**config.mk**
```make
export PLATFORM = sky130hd
export DESIGN_NAME = instruction_fetch_stage
export DESIGN_NICKNAME = d
export VERILOG_FILES = /design/src/rtl/instruction_fetch_stage.sv
export SDC_FILE = /design/constraint.sdc
export NUM_CORES = 1
export LEC_CHECK = 0
export ABC_AREA = 1
export BUFFER_PORTS_ARGS = -buffer_cell sky130_fd_sc_hd__buf_2
export CORE_ASPECT_RATIO = 1.1
export CORE_MARGIN = 1
export CORE_UTILIZATION = 45
export CTS_CLUSTER_DIAMETER = 100
export DETAILED_ROUTE_END_ITERATION = 7
export GPL_TIMING_DRIVEN = 0
export PLACE_DENSITY_LB_ADDON = 0.08
export SYNTH_ARGS = -nofsm -noshare
export SYNTH_HDL_FRONTEND = slang
export SYNTH_SLANG_ARGS = --single-unit
```
**constraint.sdc**
```tcl
create_clock -name clk -period 2.7 [get_ports clk]
set_clock_uncertainty 0.2 [all_clocks]
set_input_delay 0.54 -clock clk [delete_from_list [all_inputs] [get_ports clk]]
set_output_delay 0.54 -clock clk [all_outputs]
set_load 0.01 [all_outputs]
```
**src/rtl/instruction_fetch_stage.sv**
```systemverilog
// MIPS IF stage: PC register, instruction-memory address and the IF/ID latch, with stall and redirect handling.
// Optional FETCH_PERF_CNT_EN adds saturating stall_cnt/redirect_cnt outputs.
module instruction_fetch_stage #(
  parameter logic [31:0] PC_RESET = 32'h0000_0000,
  parameter logic [31:0] NOP_INST = 32'h0000_0000
) (
  input  logic        clk,
  input  logic        rst_n,
  output logic [31:0] imem_addr,
  input  logic [31:0] imem_rdata,
  input  logic        stall,
  input  logic        branch,
  input  logic        branch_eq,
  input  logic [1:0]  jump,
  input  logic [31:0] jr_addr,
  output logic [31:0] if_id_inst,
  output logic [31:0] if_id_pc4,
  output logic        if_id_valid
`ifdef FETCH_PERF_CNT_EN
  ,
  output logic [31:0] stall_cnt,
  output logic [31:0] redirect_cnt
`endif
);

  logic [31:0] pc_q, pc_d;
  logic [31:0] inst_q, inst_d;
  logic [31:0] pc4_q, pc4_d;
  logic        valid_q, valid_d;

  logic        take_br, take_jal, take_jr, redirect;
  logic [31:0] pc_plus4, br_tgt, jal_tgt, jr_tgt, redirect_tgt;

  always_comb begin
    pc_plus4 = pc_q + 32'd4;
    br_tgt   = pc4_q + {{14{inst_q[15]}}, inst_q[15:0], 2'b00};
    jal_tgt  = {pc4_q[31:28], inst_q[25:0], 2'b00};
    jr_tgt   = jr_addr & ~32'h3;

    // A bubble in IF/ID carries no decision, so it must never redirect.
    take_jal = valid_q & (jump == 2'b10);
    take_jr  = valid_q & (jump == 2'b01);
    take_br  = valid_q & branch & branch_eq;
    redirect = take_jal | take_jr | take_br;

    if (take_jal)     redirect_tgt = jal_tgt;
    else if (take_jr) redirect_tgt = jr_tgt;
    else              redirect_tgt = br_tgt;

    pc_d    = pc_q;
    inst_d  = inst_q;
    pc4_d   = pc4_q;
    valid_d = valid_q;

    if (!stall) begin
      if (redirect) begin
        pc_d    = redirect_tgt;
        inst_d  = NOP_INST;
        pc4_d   = '0;
        valid_d = 1'b0;
      end else begin
        pc_d    = pc_plus4;
        inst_d  = imem_rdata;
        pc4_d   = pc_plus4;
        valid_d = 1'b1;
      end
    end
  end

  always_ff @(posedge clk or negedge rst_n) begin
    if (!rst_n) begin
      pc_q    <= PC_RESET;
      inst_q  <= NOP_INST;
      pc4_q   <= '0;
      valid_q <= 1'b0;
    end else begin
      pc_q    <= pc_d;
      inst_q  <= inst_d;
      pc4_q   <= pc4_d;
      valid_q <= valid_d;
    end
  end

  assign imem_addr   = pc_q;
  assign if_id_inst  = inst_q;
  assign if_id_pc4   = pc4_q;
  assign if_id_valid = valid_q;

`ifdef FETCH_PERF_CNT_EN
  logic [31:0] stall_cnt_q, stall_cnt_d;
  logic [31:0] redirect_cnt_q, redirect_cnt_d;

  always_comb begin
    stall_cnt_d    = stall_cnt_q;
    redirect_cnt_d = redirect_cnt_q;
    if (stall && (stall_cnt_q != '1))
      stall_cnt_d = stall_cnt_q + 32'd1;
    if (!stall && redirect && (redirect_cnt_q != '1))
      redirect_cnt_d = redirect_cnt_q + 32'd1;
  end

  always_ff @(posedge clk or negedge rst_n) begin
    if (!rst_n) begin
      stall_cnt_q    <= '0;
      redirect_cnt_q <= '0;
    end else begin
      stall_cnt_q    <= stall_cnt_d;
      redirect_cnt_q <= redirect_cnt_d;
    end
  end

  assign stall_cnt    = stall_cnt_q;
  assign redirect_cnt = redirect_cnt_q;
`endif

endmodule

```
==> metrics.md <==
| Metric | Value |
|---|---|
| Fin crit share | 96.4% |
| Pin count of the biggest net entering global routing | 55 |
| Combinational share of power | 50.6% |
| Max Slew Vio Count | 0 |
| Clk pwr share | 17.9% |
| Mapped Nets | 1,254 |
| Final setup TNS | 0 ns |
| Via/cell ratio | 5.31 |
| Nets | 1,438 |
| FF-to-FF setup slack | 0.1 ns |
| Minimum clock period | 2.60 ns |
| Synth top area cells | dfrtp_1 (33%), nand2_1 (18%), nor2_1 (8.5%) |
| Die W | 124 um |
| DRC | 0 |
| Die area | 16,900 um^2 |
| Register area share after synthesis | 32.8% |
| Worst EP required | 2.75 ns |
| N_diodes | 0 |
| # Max-Cap Violations | 0 |
| Core ar. | 15,900 um^2 |
| Critical-path maximum fanout | 8 |
| Initial DRC count | 603 |
| Peak supply drop | 452 uV |
| Leak Pwr | 4.93 nW |
| Area grow syn2layout | 23.1% |
| I/O pins | 168 |
| P_int | 3.77 mW |
| Synthesized area per cell | 6.41 um^2 |
| CTS max path bufs | 2 |
| Reg clk slew, reported paths | 0.08 ns |
| Worst hold slack | 0.167 ns |
| Crit path capture type | register |
| CTS Root Cell | clkbuf_16 |
| Worst-Margin Slew | 0.726 ns |
| Detail Route Antenna Nets | 0 |
| Pwr dens | 806 nW/um^2 |
| Layout cells sized above 1 | 20.4% |
| WS Path Type | register to register |
| TritonCTS clock tree | yes |
| Yosys reg bits | 97 |
| Routed wire length per instance | 18.2 um |
| Pre-antenna DRT Iters | 5 |
| Busiest grt layer | met2 |
| Worst skew pair latency | 0.36 ns |
| First-pass GRT wire length | 41.4 mm |
| Sw Ratio | 48.5% |
| Post-Syn Instances | 1,152 |
| Top_reg_cell synth | dfrtp_1 |
| Count leader, synth | nand2_1 |
| RSZ-0062 raised after global routing | true |
| Hold WC Path Type | input pin to register |
| Clock sink count | 97 |
| Yosys top cell by area | dfrtp_1 |
| Vias in the first global route | 7,442 |
| Yosys top cell area share | 32.8% |
| GRT met3 Usage | 5.49% |
| Top post-synthesis cells by count | nand2_1 (354), nor2_1 (167), inv_1 (159) |
| Met1 usage | 46.7% |
| All-layer global routing usage | 33.8% |
| Data arrival, critical path | 2.66 ns |
| Maximum clock frequency | 384 MHz |
| Netlist Area Pre-Place | 7390 um^2 |
| Final setup fails | 0 |
| Status | finished, final reports clean |
| DPL Wire Length | 22.3 mm |
| Initial Util | 46.6% |
| GRT overflow | 0 |
| Psw | 3.56 mW |
| Sequential power share | 31.5% |
| Chip height | 136 um |
| Input/output buffers | 165 |
| Synth async-reset ratio | 100% |
| DR vias | 8,189 |
| Tot Pwr | 7.33 mW |
| Routed wire length | 28.0 mm |
| Yosys warnings | 0 |
| GRT met2 Usage | 54.4% |
| Initial antenna violation count | 0 |
| Multi-input gate area | 4470 um^2 |
| Fillcell total | 1,653 |
| H-tree levels | 3 |
| Post-synth EDFFs | 0 |
| CP Launch Type | register |
| Hold Violations, Final | 0 |
| Slew margin rel. | 51.2% |
| Register area | 2430 um^2 |
| Num CTS Buffers | 9 |
| Row count | 48 |
| Synth unique cells | 43 |
| GP Congestion | 0.938 |
-- layer usage --
metal  wire length [um]  up-vias
met4                537        0
met3               1860       35
met2              13000      307
met5                  0        -
met1              12600     3799
li1                   -     4048
-- cell families (layout without fill, tap and decap cells) --
group                      count (synthesis)  count (layout)  share of synthesized area, %
AOI/OAI and AO/OA                        169             169                          13.4
xor gates and xnor gates                  12              12                          1.42
adders and majority gates                 31              31                          5.35
buffers and inverters                    195             384                          10.1
DFF                                       97              97                          32.8
and+or+nand+nor                          648             648                          36.8
-- final timing paths --
kind,to,depth (start not counted),startpoint
worst max-delay path,imem_addr[31],14,if_id_inst[15]
max in group asynchronous,if_id_inst[11],3,rst_n
min in group asynchronous,if_id_pc4[0],2,rst_n
worst min register to register,if_id_inst[27],1,if_id_inst[27]
worst min-delay path,if_id_inst[0],3,imem_rdata[0]
worst max register to register,imem_addr[31],14,if_id_inst[15]
-- layout make-up --
cell class	instances	share of cell area (%)
Timing Repair Buffer	173	10.1
Clock buffer	9	2.48
Sequential cell	97	26.7
Buffer	32	1.51
Clock inverter	7	0.646
Multi-Input combinational cell	860	49.1
Inverter	163	6.73
Tap cell	200	2.75
-- state kept, by name, indices dropped and copies added, names as in the netlist --
| name | count |
|---|---|
| imem_addr | 32 |
| if_id_pc4 | 32 |
| if_id_inst | 32 |
| if_id_valid | 1 |
-- power by group through the flow --
stage,Clock (mW),Combinational (mW),Sequential [mW]
finish,1.31,3.71,2.31
global route,1.38,4.12,2.34
CTS,1.31,3.47,2.28
detailed placement,0,3.42,2.30
global placement,0,3.39,2.31
floorplan,0,2.13,2.29
-- cell usage in the layout, fill, tap and decap left out, types with 3 or more instances in the layout --
cell,instances
a22oi_1,3
clkbuf_16,9
o211ai_1,4
buf_1,4
xor2_1,10
ha_2,5
nor2_2,10
nand2_1,346
a21oi_1,43
ha_1,16
o21ai_1,5
nor2_1,156
a21oi_2,7
inv_1,159
nand3b_1,3
or2_2,5
o22ai_1,7
o21ai_0,63
buf_4,6
o21a_1,9
a21o_1,4
ha_4,9
nor3_1,7
nand3_2,8
nand2_2,12
nand4_1,13
buf_2,172
nor4_1,7
clkbuf_1,19
nor2_4,6
inv_6,4
a22o_1,15
dfrtp_1,95
nand3_1,68
inv_2,4
-- per-stage QoR --
step / std cells / worst slack (ns) / area, um^2 / util [%]
6_report: 1541 / 0.0968 / 9100 / 57.4
5_1_grt: 1541 / -0.0148 / 9100 / 57.4
4_1_cts: 1535 / 0.00627 / 8840 / 55.7
3_5_place_dp: 1518 / -0.466 / 8500 / 53.6
3_3_place_gp: 1517 / -0.476 / 8470 / 53.4
2_1_floorplan: 1152 / 0.371 / 7390 / -
-- critical path, cell delays in order (launching register included) --
cell     delay [ns]
dfrtp_4        0.58
buf_6          0.20
ha_2           0.34
nand2_2        0.12
nor2_1         0.07
o21ai_0        0.17
nand3_1        0.17
nor2_2         0.15
nand2_1        0.06
nand2_1        0.06
nand3_1        0.06
nand2_1        0.08
nand2_1        0.06
nand2_1        0.11
nand2_1        0.06
-- repair_timing --
action	CTS	global route
gates resized for setup	12	46
endpoints found under the setup margin	13	15
pin swaps	0	5
hold buffers	1	0
endpoints found under the hold margin	11	0
setup buffers	0	6
No activity file was read; power rests on OpenSTA's default activity.
